**src/rtl/mest_pro_alu_seq.sv**
```systemverilog
// ---------------------------------------------------------------------------
// mest_pro_alu_seq
//
// Multi-cycle execute unit for the MEST Pro core, between decode and
// writeback. Single-cycle ALU ops complete in the accepting clock; MUL runs
// as an iterative shift-add over DATA_W cycles and returns a 2*DATA_W
// product. Results and flags are registered and only change on a done edge.
//
// Ports
//   clk          rising-edge clock
//   i_reset_n    asynchronous active-low reset
//   i_start      operation request, accepted only while o_busy=0
//   i_flush      synchronous abort of an in-flight MUL; also drops i_start
//   i_op         operation code (0..11 legal, 12..15 illegal)
//   i_a, i_b     operands
//   o_busy       multiply in progress
//   o_done       one-cycle pulse, result/flags valid
//   o_result     result, or low half of product
//   o_result_hi  high half of product, 0 for non-MUL
//   o_carry      carry/borrow flag (also the carry-in for ADC)
//   o_zero       zero flag
//   o_neg        MSB of o_result
//   o_ovf        signed overflow (ADD/ADC/SUB only)
//
// State   | Meaning
// --------+--------------------------------------------------------------
// S_IDLE  | waiting for i_start; non-MUL ops complete here in one edge
// S_MUL   | shift-add multiply in progress, one multiplier bit per edge
// ---------------------------------------------------------------------------
module mest_pro_alu_seq #(
    parameter int DATA_W = 8,
    parameter int CNT_W  = $clog2(DATA_W) + 1
) (
    input  logic              clk,
    input  logic              i_reset_n,
    input  logic              i_start,
    input  logic              i_flush,
    input  logic [3:0]        i_op,
    input  logic [DATA_W-1:0] i_a,
    input  logic [DATA_W-1:0] i_b,
    output logic              o_busy,
    output logic              o_done,
    output logic [DATA_W-1:0] o_result,
    output logic [DATA_W-1:0] o_result_hi,
    output logic              o_carry,
    output logic              o_zero,
    output logic              o_neg,
    output logic              o_ovf
);

    localparam logic [3:0] OP_ADD = 4'd0;
    localparam logic [3:0] OP_SUB = 4'd1;
    localparam logic [3:0] OP_AND = 4'd2;
    localparam logic [3:0] OP_OR  = 4'd3;
    localparam logic [3:0] OP_XOR = 4'd4;
    localparam logic [3:0] OP_SHR = 4'd5;
    localparam logic [3:0] OP_SHL = 4'd6;
    localparam logic [3:0] OP_NOT = 4'd7;
    localparam logic [3:0] OP_MUL = 4'd8;
    localparam logic [3:0] OP_ADC = 4'd9;
    localparam logic [3:0] OP_ROL = 4'd10;
    localparam logic [3:0] OP_ROR = 4'd11;

    localparam int MSB = DATA_W - 1;
    localparam logic [CNT_W-1:0] LAST_CNT = CNT_W'(DATA_W - 1);

    typedef enum logic {
        S_IDLE = 1'b0,
        S_MUL  = 1'b1
    } state_t;

    state_t state_q;
    state_t state_d;

    logic                  accept;
    logic                  is_mul_op;
    logic                  mul_last;

    logic [2*DATA_W-1:0]   mcand_q;
    logic [2*DATA_W-1:0]   acc_q;
    logic [2*DATA_W-1:0]   acc_step;
    logic [DATA_W-1:0]     mplier_q;
    logic [CNT_W-1:0]      cnt_q;

    logic [DATA_W:0]       a_ext;
    logic [DATA_W:0]       b_ext;
    logic [DATA_W:0]       arith;
    logic [DATA_W-1:0]     alu_res;
    logic                  alu_carry;
    logic                  alu_ovf;

    // Flush has priority over start, so a start in a flush cycle is dropped.
    assign accept    = i_start && !i_flush && (state_q == S_IDLE);
    assign is_mul_op = (i_op == OP_MUL);
    assign mul_last  = (state_q == S_MUL) && (cnt_q == LAST_CNT);
    assign o_busy    = (state_q == S_MUL);

    // ---------------------------------------------------------------- FSM
    always_ff @(posedge clk or negedge i_reset_n) begin
        if (!i_reset_n) begin
            state_q <= S_IDLE;
        end else begin
            state_q <= state_d;
        end
    end

    always_comb begin
        state_d = state_q;
        case (state_q)
            S_IDLE: begin
                if (accept && is_mul_op) begin
                    state_d = S_MUL;
                end
            end
            S_MUL: begin
                if (i_flush || mul_last) begin
                    state_d = S_IDLE;
                end
            end
            default: state_d = S_IDLE;
        endcase
    end

    // ------------------------------------------------------ single-cycle ALU
    assign a_ext = {1'b0, i_a};
    assign b_ext = {1'b0, i_b};

    always_comb begin
        arith     = '0;
        alu_res   = '0;
        alu_carry = 1'b0;
        alu_ovf   = 1'b0;
        case (i_op)
            OP_ADD: begin
                arith     = a_ext + b_ext;
                alu_res   = arith[DATA_W-1:0];
                alu_carry = arith[DATA_W];
                alu_ovf   = (i_a[MSB] == i_b[MSB]) && (alu_res[MSB] != i_a[MSB]);
            end
            OP_ADC: begin
                // Carry-in is the registered carry of the last completed op.
                arith     = a_ext + b_ext + {{DATA_W{1'b0}}, o_carry};
                alu_res   = arith[DATA_W-1:0];
                alu_carry = arith[DATA_W];
                alu_ovf   = (i_a[MSB] == i_b[MSB]) && (alu_res[MSB] != i_a[MSB]);
            end
            OP_SUB: begin
                // Bit DATA_W of the extended difference is the borrow.
                arith     = a_ext - b_ext;
                alu_res   = arith[DATA_W-1:0];
                alu_carry = arith[DATA_W];
                alu_ovf   = (i_a[MSB] != i_b[MSB]) && (alu_res[MSB] != i_a[MSB]);
            end
            OP_AND: alu_res = i_a & i_b;
            OP_OR:  alu_res = i_a | i_b;
            OP_XOR: alu_res = i_a ^ i_b;
            OP_NOT: alu_res = ~i_a;
            OP_SHR: begin
                alu_res   = {1'b0, i_a[DATA_W-1:1]};
                alu_carry = i_a[0];
            end
            OP_SHL: begin
                alu_res   = {i_a[DATA_W-2:0], 1'b0};
                alu_carry = i_a[MSB];
            end
            OP_ROL: begin
                alu_res   = {i_a[DATA_W-2:0], i_a[MSB]};
                alu_carry = i_a[MSB];
            end
            OP_ROR: begin
                alu_res   = {i_a[0], i_a[DATA_W-1:1]};
                alu_carry = i_a[0];
            end
            // MUL is handled by the iterative path; 12..15 are illegal and
            // report a zero result with only the zero flag set.
            default: begin
                alu_res   = '0;
                alu_carry = 1'b0;
                alu_ovf   = 1'b0;
            end
        endcase
    end

    // --------------------------------------------------- shift-add multiply
    assign acc_step = acc_q + (mplier_q[0] ? mcand_q : '0);

    always_ff @(posedge clk or negedge i_reset_n) begin
        if (!i_reset_n) begin
            mcand_q  <= '0;
            mplier_q <= '0;
            acc_q    <= '0;
            cnt_q    <= '0;
        end else if (accept && is_mul_op) begin
            mcand_q  <= {{DATA_W{1'b0}}, i_a};
            mplier_q <= i_b;
            acc_q    <= '0;
            cnt_q    <= '0;
        end else if ((state_q == S_MUL) && !i_flush) begin
            acc_q    <= acc_step;
            mcand_q  <= {mcand_q[2*DATA_W-2:0], 1'b0};
            mplier_q <= {1'b0, mplier_q[DATA_W-1:1]};
            cnt_q    <= cnt_q + CNT_W'(1);
        end
    end

    // ---------------------------------------------------- registered outputs
    // The final product is taken from acc_step so the last partial product
    // is folded in on the same edge that raises o_done.
    always_ff @(posedge clk or negedge i_reset_n) begin
        if (!i_reset_n) begin
            o_done      <= 1'b0;
            o_result    <= '0;
            o_result_hi <= '0;
            o_carry     <= 1'b0;
            o_zero      <= 1'b0;
            o_neg       <= 1'b0;
            o_ovf       <= 1'b0;
        end else begin
            o_done <= 1'b0;
            if (accept && !is_mul_op) begin
                o_done      <= 1'b1;
                o_result    <= alu_res;
                o_result_hi <= '0;
                o_carry     <= alu_carry;
                o_zero      <= (alu_res == '0);
                o_neg       <= alu_res[MSB];
                o_ovf       <= alu_ovf;
            end else if (mul_last && !i_flush) begin
                o_done      <= 1'b1;
                o_result    <= acc_step[DATA_W-1:0];
                o_result_hi <= acc_step[2*DATA_W-1:DATA_W];
                o_carry     <= (acc_step[2*DATA_W-1:DATA_W] != '0);
                o_zero      <= (acc_step == '0);
                o_neg       <= acc_step[MSB];
                o_ovf       <= 1'b0;
            end
        end
    end

endmodule

```
**config.mk**
```make
export PLATFORM = sky130hd
export DESIGN_NAME = mest_pro_alu_seq
export DESIGN_NICKNAME = d
export VERILOG_FILES = /design/src/rtl/mest_pro_alu_seq.sv
export SDC_FILE = /design/constraint.sdc
export NUM_CORES = 1
export LEC_CHECK = 0
export ABC_AREA = 1
export BUFFER_PORTS_ARGS = -buffer_cell sky130_fd_sc_hd__buf_4
export CAP_MARGIN = 15
export CORE_UTILIZATION = 40
export CTS_BUF_LIST = sky130_fd_sc_hd__clkbuf_16
export DETAILED_ROUTE_END_ITERATION = 7
export PLACE_DENSITY = 0.63
export SYNTH_ARGS = -nofsm -noshare
export SYNTH_HDL_FRONTEND = slang
export SYNTH_SLANG_ARGS = --single-unit
```
**constraint.sdc**
```tcl
create_clock -name clk -period 2.8 [get_ports clk]
set_clock_uncertainty 0.15 [all_clocks]
set_input_delay 0.28 -clock clk [delete_from_list [all_inputs] [get_ports clk]]
set_output_delay 0.28 -clock clk [all_outputs]
set_load 0.005 [all_outputs]
```
Word level (Yosys, flattened, before mapping)
Index checks and enable logic that the tools add are counted.
{ "op_classes": {"bitwise": 5, "n_eq_ne": 17, "n_addsub": 5, "muxes": 29, "n_reduce_logical": 21} }
{ "ops": {"columns": ["operator", "n"], "rows": [
  ["8-bit one-hot mux with 11 select lines", 1],
  ["16-bit two-way mux", 5],
  ["8-bit two-way mux", 6],
  ["4-bit by 3-bit equality test with 1-bit output, second input constant", 5],
  ["16-bit adder", 1],
  ["4-bit equality test, second input constant", 4],
  ["16-bit zero test", 1],
  ["1-bit two-way mux", 12],
  ["1-bit logical AND", 10],
  ["8-bit by 8-bit adder with 9-bit output", 1],
  ["9-bit by 1-bit adder with 9-bit output", 1],
  ["8-bit by 8-bit subtractor with 9-bit output", 1],
  ["8-bit AND", 1],
  ["4-bit by 2-bit equality test with 1-bit output, second input constant", 2],
  ["8-bit zero test", 1],
  ["4-bit two-way mux", 2],
  ["8-bit NOT", 1],
  ["8-bit OR", 1],
  ["8-bit nonzero test", 1],
  ["8-bit XOR", 1],
  ["1-bit one-hot mux with 5 select lines", 1],
  ["4-bit by 1-bit adder with 4-bit output, second input constant", 1],
  ["4-bit by 1-bit equality test with 1-bit output, second input constant", 1],
  ["4-bit zero test", 1],
  ["9 further kinds", 15]
]} }
{ "totals": {"word_cells": 89, "regBits": 66, "out_inout_bits": 22, "inputBits": 24} }

Logic depth before layout (Yosys ltp)
{ "logic_depth": {"word_depth": 6, "depth_mapped": 21, "ltp_nobuf": 20} }

Least setup slack after synthesis
No wires, ideal clock.
{ "synth_path": {"path_type": "register -> register", "from": "register mplier_q[0]", "to": "register o_carry", "stages_incl_launch_ff": 17, "setup_slack_ns": 0.246, "required_time_ns": 2.533, "arrival_time_ns": 2.287, "setup_time_ns": 0.117, "n_path_buf": 2, "synth_period_minus_slack_ns": 2.554, "cell_sequence": "dfrtp_1 > clkbuf_1 > clkbuf_1 > nand2_1 > inv_1 > ha_1 > a21oi_1 > o21ai_0 > a21oi_1 > xor2_1 > nand3_1 > nor2_1 > nand2_1 > nand2_1 > nand2_1 > nand2_1 > nand2_1"} }
{ "synth_via": {"elab_chain_len": 5} }
{ "synth_lines": {"columns": ["item", "line", "source"], "rows": [
  ["start, declared", "82", "logic [DATA_W-1:0] mplier_q;"],
  ["start signal, assigned", "195", "mplier_q <= i_b;"],
  ["start signal, assigned", "201", "mplier_q <= {1'b0, mplier_q[DATA_W-1:1]};"],
  ["16-bit two-way mux", "185", "assign acc_step = acc_q + (mplier_q[0] ? mcand_q : '0);"],
  ["16-bit adder", "185", null],
  ["8-bit nonzero test", "232", "o_carry <= (acc_step[2*DATA_W-1:DATA_W] != '0);"],
  ["1-bit two-way mux", "228", "end else if (mul_last && !i_flush) begin"],
  ["1-bit two-way mux", "220", "if (accept && !is_mul_op) begin"],
  ["end signal, assigned", "224", "o_carry <= alu_carry;"],
  ["end signal, assigned", "232", null],
  ["end, declared", "45", "output logic o_carry,"]
]} }
No other way between the ends. The select of a mux whose other input is x is not followed.
A chain may end at the register's enable or synchronous reset.

Worst setup path in the final report
Ends and elaborated chain as after synthesis.

==> results.txt <==
# clock sinks = 65
CTS root buffer = clkbuf_16
Synth Instances = 802
gr usage total = 23.2%
crit-path max FO = 13
hold path cells = 3
Peak VDD IR = 0.327 mV
combinational power share = 38.9%
Most Crowded Layer GR = met1
design area = 6390 sq um
sequential power share = 32.7%
fin. max-slew vios = 0
max-cap violation count = 0
Layout area overhead = 18.7%
DRC errors left = 0
TritonCTS Buffers = 9
Die Ht = 118 um
DRT iter0 DRCs = 532
Synth area leaders = dfrtp_1 (30%), nand2_1 (18%), ha_1 (9.8%), inv_1 (6.8%), nand3_1 (6.1%)
die area = 13,900 sq um
H-tree level count = 3
core box area = 13,200 sq um
antenna violations before repair = 0
first-pass GRT wire length = 25,700 um
sw frac = 38.3%
Avg Inst Size Synth = 6.71 sq um
Final period util = 94.7%
met2 Usage GRT = 34.3%
Fmax = 0.377 GHz
Critical Path AT = 2.73 ns
FP Rows = 42
proportion of synthesized chip area in sequential cells = 30.2%
Fillers = 1,323
WL final = 15,700 um
setup TNS = 0 ns
ant diodes = 0
Hold Path Class = in2reg
DRT Pass-1 Iters = 6
share of the synthesized area in the top cell type = 30.2%
crit end category = flip-flop
Finished Core Util = 48.4%
slowest stage delay, CP = 0.42 ns
Synth Flop Type = dfrtp_1
final hold vios = 0
dpl hpwl = 12,300 um
leakage power = 3.37 nW
Max Root-Sink Buffers = 2
Post-synth ARST share = 100%
relative slew slack = 45.6%
final setup vio count = 0
Antenna Nets Post-Route = 0
syn_nets = 871
Ports = 46
RSZ-0062 raised after global routing = false
P per Cell Area = 629 nW/um^2
startpoint types = flip-flop
Int Pwr = 2.48 mW
Worst-Skew Late Latency = 0.33 ns
layout cells sized above 1 = 14.6%
placed cell area = 5970 sq um
cell area after synthesis = 5380 sq um
Clk pwr share = 28.4%
critical path type = reg2reg
CTS tree = built
vias per inst = 5.14
Via Count = 5,338
vias in the first global route = 4,974
Crit path top cell by count = nand2_1
total number of yosys warnings = 0
Nets = 927
GRT met1 Usage = 35.1%
crit path cell chain = buf_4 > nand2_1 > inv_1 > ha_1 > a21oi_1 > o21ai_2 > a21oi_2 > xor2_1 > nand3_1 > nor2_1 > nand2_1 > nand2_1 > nand2_1 > nand2_1 > nand2_1
Die X = 118 um
Clock transition at path regs = 0.06 ns
Post-synth EDFFs = 0
Critical Path RT = 2.88 ns
worst-margin pin slew = 0.816 ns
slowest CP cell = dfrtp_1
status = finished clean
initial core utilization = 40.8%
Overflow after GRT = 0
GP Congestion = 1.00
Cell variety after synth = 39
Final Critical Period = 2.65 ns
R2R depth = 15
met3 track demand over resource = 3.05%
Synth Register Bits = 65
Yosys top cell by area = dfrtp_1
P_sw = 1.54 mW
per-cell routed wire length = 15.1 um
port bufs = 45
largest net degree at the start of global routing = 66
## routing by layer
layer	vias up	part of all wire [%]	wire length, um
met5	-	0	0
met3	19	6.6	1030
met4	0	1.6	255
li1	2711	-	-
met2	199	42	6630
met1	2409	50	7790
## power groups by stage
| stage | clock network (mW) | registers [mW] | logic, mW |
|---|---|---|---|
| 4_1_cts | 1.15 | 1.31 | 1.47 |
| 3_5_place_dp | 0 | 1.32 | 1.46 |
| 3_3_place_gp | 0 | 1.32 | 1.46 |
| 2_1_floorplan | 0 | 1.27 | 0.992 |
| 5_1_grt | 1.21 | 1.34 | 1.75 |
| 6_report | 1.14 | 1.31 | 1.56 |
## sequential cells by signal (all words and copies together), names as in the netlist
name         cells
o_ovf            1
o_done           1
cnt_q            4
o_result_hi      8
mplier_q         8
o_busy           1
o_zero           1
o_result         8
o_carry          1
acc_q           16
mcand_q         16
## repair_timing
item | in CTS | in global routing
resized for setup | 0 | 21
hold buffers | 1 | 0
setup buffers | 0 | 1
endpoints found under the setup margin | 0 | 2
endpoints found under the hold margin | 65 | 0
## synth_stat cells, types with 10 or more instances
cell type	count
o21ai_0	47
o221ai_1	10
nor2_1	70
nand4_1	10
inv_1	97
dfrtp_1	65
nand3_1	66
ha_1	42
o211ai_1	12
clkbuf_1	12
nand2_1	264
xor2_1	10
a21oi_1	22
## final timing paths
check	from	end	slack, ns
max	mplier_q[0]	o_carry	0.15
min	i_b[7]	mplier_q[7]	0.14
max reg2reg	mplier_q[0]	o_carry	0.15
min reg2reg	o_zero	o_zero	0.33
max in group asynchronous	i_reset_n	acc_q[3]	1.53
min in group asynchronous	i_reset_n	acc_q[13]	0.45
## worst max-delay path, delay by kind of cell, from the launching register on
kind                     cells  cell delay, ns
AO/OA/AOI/OAI                3            0.55
XOR/XNOR                     1            0.22
adder cells (fa/ha/maj)      1            0.33
buffers and inverters        2            0.25
flip-flops                   1            0.42
AND/OR/NAND/NOR              8            0.62
## cells by family (layout without fill, tap and decap cells)
logic type	count (synthesis)	after routing	share of synthesized area [%]
flops	65	65	30.2
buf+inv	122	183	9.02
simple gates	441	441	34.7
fa+ha+maj	45	45	10.9
xor+xnor	13	13	2.12
compound gates	116	116	13.1
## final cells by class
cell class                 count  area, sq um  area share, %
multi-input combinational    615         3360           52.7
tap                          176          220           3.45
inverter                     102          383           5.99
timing repair buffer          65          490           7.68
clock inverter                 7         77.6           1.21
sequential                    65         1630           25.5
clock buffer                   9          225           3.53
## per-stage QoR
step           setup slack [ns]  hold WS, ns  instances  total power, mW
2_1_floorplan             0.246       -0.166        802             2.26
3_3_place_gp             0.0637        0.284       1021             2.78
3_5_place_dp             0.0950        0.286       1021             2.78
4_1_cts                   0.106        0.146       1038             3.93
5_1_grt                 0.00445        0.172       1039             4.30
6_report                  0.148        0.144       1039             4.02
## cell usage in the layout (no fill, tap or decap), types with 3 or more instances in the layout
cell type,n
o21ai_2,5
nand3b_1,6
o221ai_1,10
ha_1,37
a21oi_2,6
xor2_1,9
nand2_2,4
nand4_1,10
inv_6,3
o22ai_1,8
nand3_1,66
inv_2,4
o21ai_1,4
clkbuf_16,9
o211ai_1,12
nor3_1,4
o21ai_0,45
nor2_1,67
buf_4,64
o21a_1,3
ha_2,3
inv_1,97
a21oi_1,16
dfrtp_1,65
nand2_1,264
nor2_2,12
Power figures use the tool's default switching activity.
